==> src/rtl/ps2_key_pkg.sv <==
// Shared constants for the PS/2 set-2 key event decoder: key ids, scancodes, FSM states
// and the scancode-to-key lookup.
package ps2_key_pkg;

    localparam int unsigned KEY_W    = 3;
    localparam int unsigned NUM_KEYS = 6;

    localparam logic [KEY_W-1:0] KEY_UP    = 3'd0;
    localparam logic [KEY_W-1:0] KEY_DOWN  = 3'd1;
    localparam logic [KEY_W-1:0] KEY_LEFT  = 3'd2;
    localparam logic [KEY_W-1:0] KEY_RIGHT = 3'd3;
    localparam logic [KEY_W-1:0] KEY_SPACE = 3'd4;
    localparam logic [KEY_W-1:0] KEY_ENTER = 3'd5;

    localparam logic [7:0] SC_EXT   = 8'hE0;
    localparam logic [7:0] SC_BRK   = 8'hF0;
    localparam logic [7:0] SC_UP    = 8'h75;
    localparam logic [7:0] SC_DOWN  = 8'h72;
    localparam logic [7:0] SC_LEFT  = 8'h6B;
    localparam logic [7:0] SC_RIGHT = 8'h74;
    localparam logic [7:0] SC_SPACE = 8'h29;
    localparam logic [7:0] SC_ENTER = 8'h5A;

    typedef enum logic [1:0] {StIdle, StExt, StBrk, StExtBrk} ps2_state_e;

    typedef struct packed {
        logic             hit;
        logic [KEY_W-1:0] key;
    } key_decode_t;

    // Arrow keys share codes with the keypad, so they only count behind an E0 prefix.
    function automatic key_decode_t decode_key(input logic [7:0] code, input logic ext);
        key_decode_t d;
        d.hit = 1'b0;
        d.key = KEY_UP;
        case (code)
            SC_UP:    begin d.hit = ext;  d.key = KEY_UP;    end
            SC_DOWN:  begin d.hit = ext;  d.key = KEY_DOWN;  end
            SC_LEFT:  begin d.hit = ext;  d.key = KEY_LEFT;  end
            SC_RIGHT: begin d.hit = ext;  d.key = KEY_RIGHT; end
            SC_SPACE: begin d.hit = !ext; d.key = KEY_SPACE; end
            SC_ENTER: begin d.hit = 1'b1; d.key = KEY_ENTER; end
            default:  d.hit = 1'b0;
        endcase
        return d;
    endfunction

endpackage

==> src/rtl/ps2_key_event_decoder_if.sv <==
// Scancode input and key event output bundle of the PS/2 key event decoder.
// slave: decoder side; master: receiver/consumer side.
interface ps2_key_event_decoder_if import ps2_key_pkg::*; ();

    logic                SCAN_VALID;
    logic [7:0]          SCAN_BYTE;
    logic                SCAN_PERR;
    logic                EVT_READY;
    logic                EVT_VALID;
    logic [KEY_W-1:0]    EVT_KEY;
    logic                EVT_PRESS;
    logic [NUM_KEYS-1:0] KEY_HELD;
    logic                FIFO_OVERFLOW;

    modport slave (
        input  SCAN_VALID, SCAN_BYTE, SCAN_PERR, EVT_READY,
        output EVT_VALID, EVT_KEY, EVT_PRESS, KEY_HELD, FIFO_OVERFLOW
    );

    modport master (
        output SCAN_VALID, SCAN_BYTE, SCAN_PERR, EVT_READY,
        input  EVT_VALID, EVT_KEY, EVT_PRESS, KEY_HELD, FIFO_OVERFLOW
    );

endinterface

==> src/rtl/ps2_key_event_decoder_fifo.sv <==
// key_event_fifo: show-ahead event FIFO; a push while full only lands if a pop happens
// on the same edge. Head data reads as zero while empty.
module key_event_fifo #(
    parameter int unsigned FIFO_DEPTH = 4,
    parameter int unsigned WIDTH      = 4
) (
    input  logic             CLK_50,
    input  logic             RESET,
    input  logic             push,
    input  logic             pop,
    input  logic [WIDTH-1:0] wdata,
    output logic [WIDTH-1:0] rdata,
    output logic             full,
    output logic             empty
);

    localparam int unsigned AW = $clog2(FIFO_DEPTH);

    logic [WIDTH-1:0] mem_q [FIFO_DEPTH];
    logic [AW:0]      wr_ptr_q, rd_ptr_q;
    logic             wr_en, rd_en;

    // Extra pointer bit distinguishes full from empty when the indices match.
    assign empty = (wr_ptr_q == rd_ptr_q);
    assign full  = (wr_ptr_q[AW] != rd_ptr_q[AW]) && (wr_ptr_q[AW-1:0] == rd_ptr_q[AW-1:0]);
    assign rd_en = pop && !empty;
    assign wr_en = push && (!full || rd_en);

    always_ff @(posedge CLK_50) begin
        if (RESET) begin
            wr_ptr_q <= '0;
            rd_ptr_q <= '0;
        end else begin
            if (wr_en) wr_ptr_q <= wr_ptr_q + (AW+1)'(1);
            if (rd_en) rd_ptr_q <= rd_ptr_q + (AW+1)'(1);
        end
    end

    always_ff @(posedge CLK_50) begin
        if (wr_en) mem_q[wr_ptr_q[AW-1:0]] <= wdata;
    end

    assign rdata = empty ? '0 : mem_q[rd_ptr_q[AW-1:0]];

endmodule

==> src/rtl/ps2_key_event_decoder.sv <==
// PS/2 set-2 scancode to game key event decoder: prefix FSM, prefix timeout, held-key map.
// Define KEY_REPEAT_FILTER_EN to suppress typematic repeats and breaks of keys not held.
module ps2_key_event_decoder import ps2_key_pkg::*; #(
    parameter int unsigned FIFO_DEPTH     = 4,
    parameter int unsigned TIMEOUT_CYCLES = 2500000
) (
    input  logic                     CLK_50,
    input  logic                     RESET,
    ps2_key_event_decoder_if.slave   bus
);

    localparam int unsigned TW = (TIMEOUT_CYCLES > 1) ? $clog2(TIMEOUT_CYCLES) : 1;
    localparam logic [TW-1:0] TIMER_LAST = TW'(TIMEOUT_CYCLES - 1);

    ps2_state_e          state_q;
    logic [TW-1:0]       timer_q;
    logic [NUM_KEYS-1:0] held_q;
    logic                ovf_q;

    key_decode_t      dec;
    logic             dec_ext, dec_press, dec_hit, push_req;
    logic             fifo_full, fifo_empty, fifo_pop;
    logic [KEY_W:0]   fifo_head;

    always_comb begin
        dec_ext   = (state_q == StExt) || (state_q == StExtBrk);
        dec_press = (state_q == StIdle) || (state_q == StExt);
        dec       = decode_key(bus.SCAN_BYTE, dec_ext);
        dec_hit   = bus.SCAN_VALID && !bus.SCAN_PERR && dec.hit;
`ifdef KEY_REPEAT_FILTER_EN
        push_req  = dec_hit && (held_q[dec.key] != dec_press);
`else
        push_req  = dec_hit;
`endif
    end

    assign fifo_pop = !fifo_empty && bus.EVT_READY;

    always_ff @(posedge CLK_50) begin
        if (RESET) begin
            state_q <= StIdle;
            timer_q <= '0;
            held_q  <= '0;
            ovf_q   <= 1'b0;
        end else begin
            if (bus.SCAN_VALID) begin
                timer_q <= '0;
                if (bus.SCAN_PERR) begin
                    state_q <= StIdle;
                end else begin
                    unique case (state_q)
                        StIdle: begin
                            if (bus.SCAN_BYTE == SC_EXT)      state_q <= StExt;
                            else if (bus.SCAN_BYTE == SC_BRK) state_q <= StBrk;
                            else                              state_q <= StIdle;
                        end
                        StExt: begin
                            if (bus.SCAN_BYTE == SC_BRK)      state_q <= StExtBrk;
                            else if (bus.SCAN_BYTE == SC_EXT) state_q <= StExt;
                            else                              state_q <= StIdle;
                        end
                        // A second prefix after F0 is malformed; drop the whole sequence.
                        StBrk, StExtBrk: state_q <= StIdle;
                    endcase
                end
            end else if (state_q != StIdle) begin
                if (timer_q == TIMER_LAST) begin
                    state_q <= StIdle;
                    timer_q <= '0;
                end else begin
                    timer_q <= timer_q + TW'(1);
                end
            end else begin
                timer_q <= '0;
            end

            if (dec_hit) held_q[dec.key] <= dec_press;
            if (push_req && fifo_full && !fifo_pop) ovf_q <= 1'b1;
        end
    end

    key_event_fifo #(
        .FIFO_DEPTH (FIFO_DEPTH),
        .WIDTH      (KEY_W + 1)
    ) u_fifo (
        .CLK_50 (CLK_50),
        .RESET  (RESET),
        .push   (push_req),
        .pop    (fifo_pop),
        .wdata  ({dec.key, dec_press}),
        .rdata  (fifo_head),
        .full   (fifo_full),
        .empty  (fifo_empty)
    );

    assign bus.EVT_VALID     = !fifo_empty;
    assign bus.EVT_KEY       = fifo_head[KEY_W:1];
    assign bus.EVT_PRESS     = fifo_head[0];
    assign bus.KEY_HELD      = held_q;
    assign bus.FIFO_OVERFLOW = ovf_q;

endmodule

==> src/flat_wrapper.sv <==
// flat-port wrapper written by rule: the top's interface ports become plain ports
module ps2_key_event_decoder_flat import ps2_key_pkg::*;
#(
    parameter int unsigned FIFO_DEPTH     = 4,
    parameter int unsigned TIMEOUT_CYCLES = 2500000
)
  (CLK_50, RESET, bus_SCAN_VALID, bus_SCAN_BYTE, bus_SCAN_PERR, bus_EVT_READY, bus_EVT_VALID, bus_EVT_KEY, bus_EVT_PRESS, bus_KEY_HELD, bus_FIFO_OVERFLOW);
  ps2_key_event_decoder_if bus_i ();
  input  logic CLK_50;
  input  logic RESET;
  input wire logic [$bits(bus_i.SCAN_VALID)-1:0] bus_SCAN_VALID;
  input wire logic [$bits(bus_i.SCAN_BYTE)-1:0] bus_SCAN_BYTE;
  input wire logic [$bits(bus_i.SCAN_PERR)-1:0] bus_SCAN_PERR;
  input wire logic [$bits(bus_i.EVT_READY)-1:0] bus_EVT_READY;
  output wire logic [$bits(bus_i.EVT_VALID)-1:0] bus_EVT_VALID;
  output wire logic [$bits(bus_i.EVT_KEY)-1:0] bus_EVT_KEY;
  output wire logic [$bits(bus_i.EVT_PRESS)-1:0] bus_EVT_PRESS;
  output wire logic [$bits(bus_i.KEY_HELD)-1:0] bus_KEY_HELD;
  output wire logic [$bits(bus_i.FIFO_OVERFLOW)-1:0] bus_FIFO_OVERFLOW;
  assign bus_i.SCAN_VALID = bus_SCAN_VALID;
  assign bus_i.SCAN_BYTE = bus_SCAN_BYTE;
  assign bus_i.SCAN_PERR = bus_SCAN_PERR;
  assign bus_i.EVT_READY = bus_EVT_READY;
  assign bus_EVT_VALID = bus_i.EVT_VALID;
  assign bus_EVT_KEY = bus_i.EVT_KEY;
  assign bus_EVT_PRESS = bus_i.EVT_PRESS;
  assign bus_KEY_HELD = bus_i.KEY_HELD;
  assign bus_FIFO_OVERFLOW = bus_i.FIFO_OVERFLOW;
  ps2_key_event_decoder #(.FIFO_DEPTH(FIFO_DEPTH), .TIMEOUT_CYCLES(TIMEOUT_CYCLES)) u_core (.CLK_50(CLK_50), .RESET(RESET), .bus(bus_i));
endmodule
==> config.mk <==
export PLATFORM = sky130hd
export DESIGN_NAME = ps2_key_event_decoder_flat
export DESIGN_NICKNAME = d
export VERILOG_FILES = /design/src/rtl/ps2_key_pkg.sv /design/src/rtl/ps2_key_event_decoder_if.sv /design/src/rtl/ps2_key_event_decoder_fifo.sv /design/src/rtl/ps2_key_event_decoder.sv /design/src/flat_wrapper.sv
export SDC_FILE = /design/constraint.sdc
export NUM_CORES = 1
export LEC_CHECK = 0
export CORE_ASPECT_RATIO = 0.9
export CORE_MARGIN = 2
export CORE_UTILIZATION = 41
export DETAILED_ROUTE_END_ITERATION = 8
export HOLD_SLACK_MARGIN = 0.12
export PLACE_DENSITY = 0.68
export SLEW_MARGIN = 0
export SYNTH_ARGS = -nofsm -noshare
export SYNTH_HDL_FRONTEND = slang
export SYNTH_SLANG_ARGS = --single-unit
==> constraint.sdc <==
create_clock -name CLK_50 -period 3.9 [get_ports CLK_50]
set_clock_uncertainty 0.15 [all_clocks]
set_input_delay 0.78 -clock CLK_50 [delete_from_list [all_inputs] [get_ports CLK_50]]
set_output_delay 0.78 -clock CLK_50 [all_outputs]
set_load 0.05 [all_outputs]
Word-level counts from Yosys, hierarchy flattened
Memory sizes are Yosys's and may differ from the RTL's. A register that Yosys moved wholly into a read port is not among the register bits.
Index checks and enable logic that the tools add are counted.
- muxes and demuxes: 19
- order comparisons: 2
- add/sub/neg operators: 3
- eq/ne operators: 15
- reductions and logical operators: 25
- bitwise logic cells: 1
- operators by type and width (cell ; count):
    8-bit by 7-bit == test with 1-bit output, second input constant ; 5
    22-bit by 1-bit adder with 22-bit output, second input constant ; 1
    22-bit == test, second input constant ; 1
    2-bit two-way mux ; 9
    8-bit == test, second input constant ; 2
    3-bit one-hot mux with 5 select lines ; 1
    1-bit logical AND ; 9
    8-bit by 6-bit == test with 1-bit output, second input constant ; 1
    4-bit OR reduction ; 2
    3-bit by 1-bit adder with 3-bit output, second input constant ; 2
    6-bit bitwise mux ; 1
    2-bit one-hot mux with 3 select lines ; 1
    2-bit nonzero test ; 3
    1-bit zero test ; 5
    2-bit == test, second input constant ; 2
    3-bit by 4-bit < comparator with 1-bit output, second input constant ; 1
    1-bit two-way mux ; 4
    4-bit two-way mux ; 1
    1-bit demux with 3-bit select ; 1
    3-bit == test ; 1
    3-bit by 1-bit >= comparator with 1-bit output, second input constant ; 1
    1-bit logical OR ; 3
    1-bit one-hot mux with 3 select lines ; 1
    2-bit by 1-bit == test with 1-bit output, second input constant ; 1
    6 further kinds ; 6
- memory bits (writable): 16
- register bits: 37
- output and inout port bits: 12
- memories kept: 1
- logic and storage cells: 72
- input port bits: 13
- memory list (memory ; words ; bits a word ; read ports ; clocked after Yosys merged registers in ; wr ports ; line ; source):
    u_core.u_fifo.mem_q ; 4 ; 4 ; 1 ; 1 ; 1 ; ps2_key_event_decoder_fifo.sv:19 ; logic [WIDTH-1:0] mem_q [FIFO_DEPTH];

Depth between registers and ports, before layout
- word-level depth: 8
- gate-level depth with buffers: 7
- mapped depth without buffers: 6

By module
A second synthesis with hierarchy kept.
- cell total of the unflattened synthesis: 268
- area, all modules: 2693.8 um2
- by module, submodules not included (module ; area each (um2) ; seq. area each (um2) ; times used ; cells an instance):
    ps2_key_event_decoder ; 1595.3 ; 620.6 ; 1 ; 190
    key_event_fifo ; 1098.6 ; 640.6 ; 1 ; 78

Worst setup path after synthesis
No wires, ideal clock.
- path type: input to register
- from: in bus_SCAN_BYTE[3]
- to: reg u_core.u_fifo.wr_ptr_q[2]
- buffers on the path: 1
- stages on the path: 6
- setup time: 0.121 ns
- required time: 3.629 ns
- arrival: 2.239 ns
- setup slack: 1.390 ns
- cells stage by stage: buf_6 -> or3b_1 -> a21oi_1 -> o211ai_1 -> a21oi_1 -> mux2_2
- word-level cells in the longest chain between the ends: 5
- elaborated cells between the ends (all ways): 10
- those cells by class: eq/ne: 6; mux: 1; reduce/logical: 3
- RTL lines (item ; line ; source):
    start: declaration ; flat_wrapper.sv:12 ; input wire logic [$bits(bus_i.SCAN_BYTE)-1:0] bus_SCAN_BYTE;
    8-bit by 7-bit == test with 1-bit output ; ps2_key_pkg.sv:36 ; case (code)
    4-bit OR reduction (no source line) ; -- ;
    1-bit one-hot mux with 3 select lines * ; ps2_key_pkg.sv:36 ;
    1-bit logical AND * ; ps2_key_event_decoder.sv:29 ; dec_hit = bus.SCAN_VALID && !bus.SCAN_PERR && dec.hit;
    1-bit logical AND * ; ps2_key_event_decoder_fifo.sv:27 ; assign wr_en = push && (!full || rd_en);
    end signal: assignment ; ps2_key_event_decoder_fifo.sv:34 ; if (wr_en) wr_ptr_q <= wr_ptr_q + (AW+1)'(1);
    end: declaration ; ps2_key_event_decoder_fifo.sv:20 ; logic [AW:0] wr_ptr_q, rd_ptr_q;
Every way passes the cells marked *; elsewhere a longest branch is shown, timed or not.
A chain may end at the register's enable or synchronous reset.

==> impl_metrics.ini <==
[outcome]
status = finished, final reports clean

[worst_setup_path]
start_kind = flop
crit_arrival_ps = 2160
critical_path_peak_fanout = 4
worst-endpoint-required_ps = 2970
ff2ff_path_depth = 5
worstReg2RegEnd = u_core.timer_q[11]$_SDFF_PP0_
r2r_start = u_core.timer_q[2]$_SDFF_PP0_
r2r_slack_ps = 1780
end_kind = output port
critical_path_class = flop to output port

[detailed_routing]
wl_um = 5004
vias = 1891
drt-initial-drc-count = 112
wl_per_cell_um = 13.60
vias_per_cell = 5.139
ant_nets = 0
drc_errors = 0
drt_pass1_iterations = 4

[sta]
final_max_slew_viol_count = 0
maxClockFrequency_mhz = 323.2
final-setup-viol-count = 0
rsz0062_at_grt = no
post-route-min-period_ps = 3094
slew_headroom_pct = 28.78
hold_violations = 0
tightest_slew_ps = 1060
finalSetupTns_ps = 0
finalCritPeriodShare_pct = 79.34

[synth]
avgSynthCellArea_um2 = 10.27
synth_cell_types = 47
netlist_instances = 255
synth_top_area_share_pct = 29.80
syn_area_um2 = 2620
synth_top_area_cell = dfxtp_1
syn-num-nets = 274
synth_commonest_cells = dfxtp_1 (39), nor2_1 (39), xor2_1 (17)
ys_top_cells_by_area = dfxtp_1 (30%), edfxtp_1 (18%), xor2_1 (5.7%), nor2_1 (5.6%), mux4_2 (3.4%)
synth_seq_area_share_pct = 48.14
ys.warnings.count = 0
synth_seq_cells = 55
synth_edf_count = 16
synthArstFlopShare_pct = 0
ys.flop_type = dfxtp_1

[placement]
post_dp_cell_area_um2 = 2928
io_buffers = 24
dp_hpwl_um = 3700
gp_congestion = 0.9042
dp_cells = 360

[global_routing]
gr-usage-met1_pct = 20.87
track_usage_pct = 14.99
grt_max_degree = 22
antenna_found_initial = 0
first_global_vias = 1799
busiest_layer = met2
grt_util_met3_pct = 2.482
gr-total-overflow = 0
use_met2_pct = 24.06
grt_pass1_wl_um = 8355

[floorplanning]
start_util_pct = 42.61
std_cell_rows = 27
io_pins = 25
dieWidth_um = 88.27
die_area_um2 = 7047
core-area_um2 = 6148
die_h_um = 79.84

[clock_tree]
clock_sinks = 55
clk_latency_ps = 300
cts-hold-fix-buffers = 0
ctsLongestPathBuffers = 2
cts_tree = built
root_buffer = clkbuf_8
htreeDepth = 2
cts_setup_buffers = 0
cts.repair.resized = 0
cts_buffers = 5
clkTransAtPathRegs_ps = 90

[run]
maxCapViolCount = 0

[final_layout]
drive_above_1_share_pct = 7.829
areaGrowthSynthToFinish_pct = 16.95
fin_nets = 299
fill_cells = 609
antenna_cells = 0
final_area_um2 = 3064
finalNonFillerCells = 368

[hold_path]
min_from = u_core.timer_q[0]$_SDFF_PP0_
whs_endpoint = u_core.timer_q[0]$_SDFF_PP0_
hold-path-cell-count = 1
hold_class = flop to flop

[pwr]
power_density_nw_per_um2 = 347.2
peakVddDrop_mv = 0.2569
leakagePower_nw = 0.9943
[sequential cells by signal, indices dropped and copies added, names as in the netlist, named ones only]
| name | flops |
|---|---|
| u_core.bus.FIFO_OVERFLOW | 1 |
| u_core.u_fifo.rd_ptr_q | 3 |
| u_core.u_fifo.wr_ptr_q | 3 |
| u_core.timer_q | 22 |
| u_core.u_fifo.mem_q | 16 |
| u_core.bus.KEY_HELD | 6 |
| u_core.state_q | 2 |
[cells in the final DEF, fill, tap and decap left out, drive strengths merged, types with 2 or more instances in the layout]
cell type       n
a21oi           5
a311oi          2
and2            5
and3            6
bufinv          2
clkbuf          5
clkdlybuf4s50  24
dfxtp          39
edfxtp         16
ha              6
inv             5
mux2            2
mux2i           6
mux4            4
nand2          13
nand2b          8
nand3          16
nand3b          4
nand4           8
nand4b          2
nor2           39
nor2b           7
nor3            5
nor3b           2
nor4            2
nor4b           2
o21a            2
o21ai           2
xnor2           9
xor2           17
[kinds of logic (layout without fill, tap and decap cells)]
family,after synthesis,count (layout),synth area share [%]
compound gates,18,18,5.158
simple gates,126,126,25.84
buf+inv,12,38,2.579
fa+ha+maj,6,6,2.865
xor+xnor,26,26,8.692
mux,12,12,6.734
flops,55,55,48.14
[report_power, final]
| part | switching [W] | total, W | leakage [nW] | internal (W) |
|---|---|---|---|---|
| sequential | 0.000000249 | 0.000585 | 0.447 | 0.000584 |
| clock | 0.000183 | 0.000439 | 0.0644 | 0.000256 |
| combinational | 0.0000207 | 0.0000407 | 0.483 | 0.0000200 |
[through the flow]
step	util [%]	power [W]	setup slack (ps)	hold WS [ps]
after floorplan	-	0.0006180	1390	279.6
after global placement	47.62	0.0006383	788.1	291.9
after detailed placement	47.62	0.0006384	708.4	315.2
after CTS	49.84	0.001074	767.5	332.6
after global routing	49.84	0.001093	690.0	360.9
final	49.84	0.001064	805.7	328.4
[layout make-up]
cell class	instances	area, µm²	share of cell area, %
multi-input combinational	188	1291	42.14
sequential	55	1261	41.16
timing repair buffer	25	247.7	8.085
tap	87	108.9	3.552
clock buffer	5	68.82	2.246
clock inverter	3	67.56	2.205
inverter	5	18.77	0.6125
[metal layers]
metal  vias up  part of all wire [%]
li1        951                     -
met1       904                    50
met2        29                    46
met3         7                   2.8
met4         0                   1.4
met5         -                     0
[critical path, cell delays in order, from the launching register on]
cell and delay (ps):
dfxtp_1 480, mux4_2 530, and2_1 160, clkdlybuf4s50_1 690
[how the worst max path moves through the flow]
stage / start / end / slack [ps] / cells after the start
after floorplan: bus_SCAN_BYTE[3] / u_core.u_fifo.wr_ptr_q[2]$_SDFFE_PP0P_ / 1390 / 6
after global placement: bus_SCAN_BYTE[3] / u_core.u_fifo.wr_ptr_q[2]$_SDFFE_PP0P_ / 790 / 6
after detailed placement: bus_SCAN_BYTE[3] / u_core.u_fifo.mem_q[0][0]$_DFFE_PP_ / 710 / 6
after CTS: flop / bus_EVT_KEY[0] / 770 / 3
after global routing: u_core.u_fifo.wr_ptr_q[2]$_SDFFE_PP0P_ / bus_EVT_KEY[0] / 690 / 4
final: flop / bus_EVT_KEY[0] / 810 / 3
No activity file was read; power rests on OpenSTA's default activity.
